$ cat config.mk
export PLATFORM = sky130hd
export DESIGN_NAME = mas_prog_loader
export DESIGN_NICKNAME = d
export VERILOG_FILES = /design/src/rtl/mas_prog_loader.sv
export SDC_FILE = /design/constraint.sdc
export NUM_CORES = 1
export LEC_CHECK = 0
export CORE_MARGIN = 4
export CORE_UTILIZATION = 65
export CTS_BUF_LIST = sky130_fd_sc_hd__clkbuf_8
export CTS_CLUSTER_DIAMETER = 40
export DETAILED_ROUTE_END_ITERATION = 8
export PLACE_DENSITY = 0.82
export SLEW_MARGIN = 5
export SYNTH_ARGS = -nofsm -noshare
export SYNTH_HDL_FRONTEND = slang
export SYNTH_SLANG_ARGS = --single-unit
$ cat constraint.sdc
create_clock -name clk -period 2.95 [get_ports clk]
set_clock_uncertainty 0.15 [all_clocks]
set_input_delay 0.295 -clock clk [delete_from_list [all_inputs] [get_ports clk]]
set_output_delay 0.295 -clock clk [all_outputs]
set_load 0.03 [all_outputs]
$ cat src/rtl/mas_prog_loader.sv
// Boot/programming controller for the MAS16bA core.
// Buffers a program received over a valid/ready stream, then drives the
// core through reset -> programming burst -> reset -> run. Every output is
// registered and derived from the next state, so there is no combinational
// path from any input to any output.
module mas_prog_loader #(
    parameter int DEPTH      = 64,  // max program length in words (power of two, >= 2)
    parameter int CW         = 7,   // counter width, 2**CW > DEPTH
    parameter int RST_CYCLES = 2    // core reset length per reset phase, >= 1
) (
    input  logic          clk,
    input  logic          rst,
    input  logic          start,
    input  logic          s_valid,
    input  logic [15:0]   s_data,
    input  logic          s_last,
    output logic          s_ready,
    output logic          pg,
    output logic [15:0]   pg_instr,
    output logic          cpu_rstz,
    output logic          busy,
    output logic          done,
    output logic          trunc,
    output logic [CW-1:0] word_count
);

    localparam int AW = $clog2(DEPTH);
    localparam int TW = $clog2(RST_CYCLES) + 1;

    typedef enum logic [2:0] {
        IDLE,
        LOAD,
        PRERST,
        BURST,
        POSTRST,
        RUN
    } state_t;

    state_t        state_q, state_d;
    logic [CW-1:0] wc_q, wc_d;
    logic [AW-1:0] rd_q, rd_d;
    logic [TW-1:0] tmr_q, tmr_d;
    logic          trunc_q, trunc_d;
    logic [15:0]   instr_d;
    logic [15:0]   instr_q;
    logic          s_ready_q, pg_q, rstz_q, busy_q, done_q;
    logic          accept;
    logic [AW-1:0] rd_next;
    logic          burst_last;
    logic          tmr_last;

    logic [15:0]   mem_q [DEPTH];

    assign accept     = (state_q == LOAD) && s_valid && s_ready_q;
    assign rd_next    = rd_q + AW'(1);
    assign burst_last = ({{(CW-AW){1'b0}}, rd_q} == (wc_q - CW'(1)));
    assign tmr_last   = (tmr_q == TW'(RST_CYCLES - 1));

    // Program buffer write port: one word per accepted transfer.
    // NOTE: the buffer has no reset; its contents only matter after a load
    // has written them, and leaving it out keeps it mappable to plain RAM.
    always_ff @(posedge clk) begin
        if (accept) begin
            mem_q[wc_q[AW-1:0]] <= s_data;
        end
    end

    // Next-state logic: sequencing, word counting and burst read indexing.
    // NOTE: every signal gets a default before the case so no path leaves a
    // value unassigned, which would otherwise infer a latch.
    always_comb begin
        state_d = state_q;
        wc_d    = wc_q;
        rd_d    = rd_q;
        tmr_d   = tmr_q;
        trunc_d = trunc_q;
        instr_d = '0;
        case (state_q)
            IDLE, RUN: begin
                if (start) begin
                    state_d = LOAD;
                    wc_d    = '0;
                    trunc_d = 1'b0;
                end
            end
            LOAD: begin
                if (accept) begin
                    wc_d = wc_q + CW'(1);
                    if (s_last) begin
                        state_d = PRERST;
                        tmr_d   = '0;
                    end else if (wc_q == CW'(DEPTH - 1)) begin
                        // Buffer full without an end marker: cut the program here.
                        state_d = PRERST;
                        tmr_d   = '0;
                        trunc_d = 1'b1;
                    end
                end
            end
            PRERST: begin
                if (tmr_last) begin
                    state_d = BURST;
                    rd_d    = '0;
                    instr_d = mem_q[0];
                end else begin
                    tmr_d = tmr_q + TW'(1);
                end
            end
            BURST: begin
                if (burst_last) begin
                    state_d = POSTRST;
                    tmr_d   = '0;
                end else begin
                    rd_d    = rd_next;
                    instr_d = mem_q[rd_next];
                end
            end
            POSTRST: begin
                if (tmr_last) begin
                    state_d = RUN;
                end else begin
                    tmr_d = tmr_q + TW'(1);
                end
            end
            default: begin
                state_d = IDLE;
            end
        endcase
    end

    // State and registered outputs; outputs follow the state being entered.
    // NOTE: non-blocking assignments here so every register samples the
    // pre-edge values, independent of statement order.
    always_ff @(posedge clk) begin
        if (rst) begin
            state_q   <= IDLE;
            wc_q      <= '0;
            rd_q      <= '0;
            tmr_q     <= '0;
            trunc_q   <= 1'b0;
            instr_q   <= '0;
            s_ready_q <= 1'b0;
            pg_q      <= 1'b0;
            rstz_q    <= 1'b0;
            busy_q    <= 1'b0;
            done_q    <= 1'b0;
        end else begin
            state_q   <= state_d;
            wc_q      <= wc_d;
            rd_q      <= rd_d;
            tmr_q     <= tmr_d;
            trunc_q   <= trunc_d;
            instr_q   <= instr_d;
            s_ready_q <= (state_d == LOAD);
            pg_q      <= (state_d == BURST);
            rstz_q    <= (state_d == BURST) || (state_d == RUN);
            busy_q    <= (state_d != IDLE) && (state_d != RUN);
            done_q    <= (state_d == RUN);
        end
    end

    assign s_ready    = s_ready_q;
    assign pg         = pg_q;
    assign pg_instr   = instr_q;
    assign cpu_rstz   = rstz_q;
    assign busy       = busy_q;
    assign done       = done_q;
    assign trunc      = trunc_q;
    assign word_count = wc_q;

endmodule

# After elaboration in Yosys (flattened, before gate mapping)

Memories as Yosys holds them, arrays and structs flattened.
Index checks and enable logic that the tools add are counted.

Reductions and logical operators: 15
Equal/unequal tests: 21
Add/sub/neg operators: 4
Muxes and demuxes: 30

Operators with widths:

| cell                | number |
|---|---|
| $mux 16             | 2 |
| $pmux 16 s2         | 1 |
| $mux 3              | 7 |
| $pmux 3 s5          | 1 |
| $mux 7              | 2 |
| $ne 2x2->1 const B  | 7 |
| $pmux 7 s2          | 1 |
| $mux 6              | 2 |
| $pmux 6 s2          | 1 |
| $mux 2              | 5 |
| $reduce_and 5->1    | 2 |
| $eq 3x2->1 const B  | 3 |
| $eq 3x3->1 const B  | 3 |
| $add 7x1->7 const B | 1 |
| $eq 6x7->1          | 1 |
| $eq 7x6->1 const B  | 1 |
| $sub 7x1->7 const B | 1 |
| $add 6x1->6 const B | 1 |
| $eq 3x1->1 const B  | 2 |
| $mux 1              | 6 |
| $pmux 2 s3          | 1 |
| $reduce_and 3->1    | 2 |
| $reduce_bool 3->1   | 2 |
| $reduce_bool 2->1   | 2 |
| 10 further kinds    | 13 |

Output and inout port bits: 29
RAM bits: 1,024
Word-level logic and storage cells: 82
Register bits: 40
Memories kept: 1
Input bits: 21

Memories:

| memory | depth | width | rd ports | clocked after Yosys merged registers in | wr ports | RTL line | RTL |
|---|---|---|---|---|---|---|---|
| mem_q  | 64    | 16    | 2        | 0                                       | 1        | 52       | `logic [15:0] mem_q [DEPTH];` |

# Longest topological paths before layout

Depth after elaboration: 7
Mapped depth: 11
Mapped depth without buffers: 8

# Worst setup path before layout

No wires, ideal clock.

Path type: reg-to-reg
From: register wc_q[0], in the netlist word_count[0]
To: memory mem_q[63][0] (enable)
Setup time: 0.389 ns
Cell stages (with the launch flop): 6
Arrival time: 2.335 ns
Period minus slack after synthesis: 2.873 ns
Path buffers: 1
Data required time: 2.411 ns
Setup slack: 0.077 ns
Cell sequence: dfxtp_1 > buf_2 > inv_1 > nor4_1 > nand3_1 > nor2_1

RTL lines:

| element                | RTL line | RTL |
|---|---|---|
| start, declared        | 40       | `logic [CW-1:0] wc_q, wc_d;` |
| start signal, assigned | 149      | `wc_q <= wc_d;` |
| end, declared          | 52       |  |

Straight into the memory's write port.

# Worst setup path in the final report

From: register rd_q[1]
To: register instr_q[3], in the netlist pg_instr[3]

Word-level cells in the longest chain between the ends: 4
Elaborated cells on any way between the ends: 5
Those cells by class: add/sub (1); eq/ne (1); mux (2); memory (1)

RTL lines:

| element                | RTL line | RTL |
|---|---|---|
| start, declared        | 41       | `logic [AW-1:0] rd_q, rd_d;` |
| start signal, assigned | 150      | `rd_q <= rd_d;` |
| $add 6x1->6            | 55       | `assign rd_next = rd_q + AW'(1);` |
| $mem_v2 64x16          | -        |  |
| $mux 16 *              | 110      | `if (burst_last) begin` |
| $pmux 16 s2 *          | 78       | `case (state_q)` |
| end signal, assigned   | 153      | `instr_q <= instr_d;` |
| end, declared          | 45       | `logic [15:0] instr_q;` |

Mark *: on every way between the ends. The rest lies on a longest branch, timed or not.
A chain may end at the register's enable or synchronous reset.

==> results.yml <==
outcome:
  status: "complete, no violations"
timing:
  fin_setup_tns_ps: 0
  tightest_slew_ps: 1215
  rsz0062_at_grt: "no"
  slew_headroom: 0.1900
  period_minus_slack_ps: 2891
  setup_slack_ps: 58.95
  min_period_over_period: 0.9800
  max_freq_ghz: 0.3459
  holdWs_ps: 53.96
  slew_violations: 0
  hold_viol_final: 0
  setup_viol: 0
placement:
  place.gp.congestion: 0.8797
  hpwl_mm: 59.72
  port-buffer-count: 49
  dp_slack_ps: 94.58
yosys:
  ys_seq_area_frac: 0.7617
  yosys-top-cells-area: "edfxtp_1 74%, mux4_2 14%, dfxtp_1 1.9%"
  synth-seq-cells: 1064
  synth_nets: 2081
  synth_largest_area_cell: "edfxtp_1"
  synth_cells: 2056
  netlist.area_leader.share: 0.7424
  syn_avg_cell_area_um2: 20.15
  yosys_warnings: 0
  synth_flop_cell: "edfxtp_1"
  syn_area_um2: 41420
  synth-edff-count: 1024
  ys_types: 60
  synthArstFlopShare: 0
worst_setup_path:
  required_ps: 3480
  path_cells: "ha_4, xor2_4, buf_12, buf_12, mux4_2, mux2i_1, nand2_1, nand3_1, a32oi_1"
  critPathSlowestCell: "dfxtp_1"
  cp_top_family: "buffers and inverters"
  crit_buf_inv: 2
  r2r-start: "rd_q[1]$_SDFFE_PP0P_"
  cp-start-kind: "flip-flop"
  reg2reg_slack_ps: 60
  crit_fanout: 48
  worstPathArrival_ps: 3420
  cp-end-kind: "flip-flop"
  max_stage_delay_ps: 490
  cpMostUsedCell: "buf_12"
  r2r_end: "pg_instr[3]$_SDFF_PP0_"
  path_class: "flip-flop to flip-flop"
  r2r_cells: 9
die:
  rows: 92
  pin_count: 50
  coreArea_um2: 63080
  die_h_um: 260.4
  start_util: 0.6566
  die_area_um2: 67830
  die_x_um: 260.4
grt:
  grt_pass1_vias: 22150
  grt_max_degree: 65
  grt_overflow: 0
  track_usage: 0.3002
  antenna_found_initial: 6
  grt_pass1_wl_mm: 146.7
clock_tree:
  cts_inserted_buffers: 164
  cts_tree: "built"
  clk_path_buf_depth: 3
  clk-insertion-delay-late_ps: 810
  cts_root_buffer: "clkbuf_8"
  cts_sinks: 1064
  ctsHtreeMaxLevel: 4
  path_clk_slew_ps: 60
  cts_setup_buffers: 0
finish:
  syn_to_final_growth_pct: 13.88
  drive_above_1_share: 0.2675
  num-fill-cells: 3351
  nNetsFinal: 2339
routing:
  vias: 21900
  dr.pass1.iters: 5
  dr.first_iter.drc_count: 3496
  ant_nets: 0
  wl_per_cell_um: 29.90
  via_per_inst: 6.648
  drc: 0
  drt_wl_total_mm: 98.49
hold_path:
  hold_class: "input port to flip-flop"
  min_path_cells: 2
  hold_end: "mem_q[58][0]$_DFFE_PP_"
  hp-start: "s_data[0]"
power_and_ir_drop:
  power_per_cell_area_nw_per_um2: 600.3
  peakVddDrop_v: 0.0005081
  p_leak_nw: 14.89
  power_mw: 28.31
run:
  maxCapViolCount: 0
==> where the power goes <==
group	internal [mW]	switching, mW	total [mW]	leakage, nW
clock network	5.60	5.57	11.2	1.74
logic	0.162	0.404	0.566	3.62
registers	16.6	0.0142	16.6	9.52
total	22.3	5.99	28.3	14.9
==> cells in the final DEF, fill, tap and decap left out, types with 3 or more instances in the layout <==
cell / count
a21oi_1: 8
a221oi_1: 13
a31oi_1: 16
a32oi_1: 14
and3_1: 15
buf_12: 38
buf_2: 16
buf_4: 108
clkbuf_8: 171
clkdlybuf4s50_1: 33
clkinv_1: 31
clkinv_2: 15
clkinvlp_4: 7
dfxtp_1: 38
diode_2: 3
dlygate4sd3_1: 13
edfxtp_1: 1024
ha_1: 3
inv_1: 67
inv_6: 4
inv_8: 4
mux2i_1: 47
mux4_2: 260
nand2_1: 194
nand2b_1: 5
nand3_1: 85
nand3b_1: 5
nand4b_1: 3
nor2_1: 91
nor3_1: 7
o211ai_1: 9
o21a_1: 3
o21ai_0: 6
o22ai_1: 14
o31ai_1: 3
or3_1: 5
xnor2_1: 7
xor2_1: 8
==> metrics by stage <==
step                cells    util  instance area [µm²]
floorplan            2056       -                41420
global placement     2981  0.6975                44000
detailed placement   2981  0.6975                44000
CTS                  3291  0.7473                47140
global route         3292  0.7477                47160
finish               3294  0.7478                47170
==> worst max path at each step <==
stage,start,end,slack (ps),depth (start not counted)
3_5_place_dp,rd_q[1]$_SDFFE_PP0P_,pg_instr[8]$_SDFF_PP0_,90,7
6_report,rd_q[1]$_SDFFE_PP0P_,pg_instr[3]$_SDFF_PP0_,60,9
5_1_grt,rd_q[0]$_SDFFE_PP0P_,pg_instr[4]$_SDFF_PP0_,20,8
4_1_cts,rd_q[1]$_SDFFE_PP0P_,pg_instr[14]$_SDFF_PP0_,9,7
2_1_floorplan,word_count[0]$_SDFFE_PP0P_,mem_q[63][0]$_DFFE_PP_,80,5
3_3_place_gp,rd_q[1]$_SDFFE_PP0P_,pg_instr[8]$_SDFF_PP0_,170,7
==> cell families after synthesis <==
family,count (synthesis),share of synthesized area
and+or+nand+nor,431,0.04646
muxes,309,0.1532
DFF,1064,0.7617
adders and majority gates,4,0.001208
AOI/OAI and AO/OA,104,0.01873
buffers and inverters,124,0.01374
xor gates and xnor gates,20,0.004954
==> flip-flops by register name (all words and copies together), names as in the netlist <==
name and count:
word_count 7, tmr_q 2, pg_instr 16, rd_q 6, cpu_rstz 1, state_q 3, done 1, mem_q 1024
s_ready 1, busy 1, trunc 1, pg 1
==> cell type report <==
class / count / area [µm²] / area share
inverters: 8 / 30.03 / 0.0006366
clock inverters: 126 / 655.6 / 0.01390
multi-input cells: 868 / 9397 / 0.1992
diodes: 3 / 7.507 / 0.0001592
repair buffers: 208 / 2112 / 0.04478
well taps: 846 / 1059 / 0.02244
clock buffers: 171 / 2354 / 0.04990
flip-flops and latches: 1064 / 31560 / 0.6690
==> timing repair <==
action | 4_1_cts | 5_1_grt
pin swaps | 0 | 0
resized for setup | 1 | 5
setup endpoints to repair | 1 | 6
hold buffers | 13 | 0
endpoints found under the hold margin | 388 | 0
==> routing by layer <==
metal / vias up / track usage / wire (µm)
met1: 11090 / 0.4287 / 34850
met2: 1582 / 0.4581 / 47470
met4: 6 / 0.1094 / 3920
li1: 8972 / - / -
met3: 248 / 0.08239 / 12200
met5: - / 0 / 41
==> cells in the mapped netlist (2+ instances only) <==
cell type	count
edfxtp_1	1024
mux4_2	260
nand2_1	194
nor2_1	91
nand3_1	86
clkbuf_1	58
mux2i_1	49
buf_2	41
dfxtp_1	40
a31oi_1	16
and3_1	15
a221oi_1	14
a32oi_1	14
o22ai_1	14
buf_4	10
nor3_1	9
o211ai_1	9
xor2_1	9
a21oi_1	8
inv_1	8
xnor2_1	7
o21ai_0	6
buf_1	5
nand2b_1	5
nand3b_1	5
or3_1	5
ha_1	4
nand4b_1	3
o21a_1	3
o31ai_1	3
xnor2_2	3
buf_6	2
nand4_1	2
nor2b_1	2
nor4_1	2
o2111ai_1	2
o211a_1	2
o32ai_1	2
or2_2	2
or3b_2	2
No activity file was read; power rests on OpenSTA's default activity.
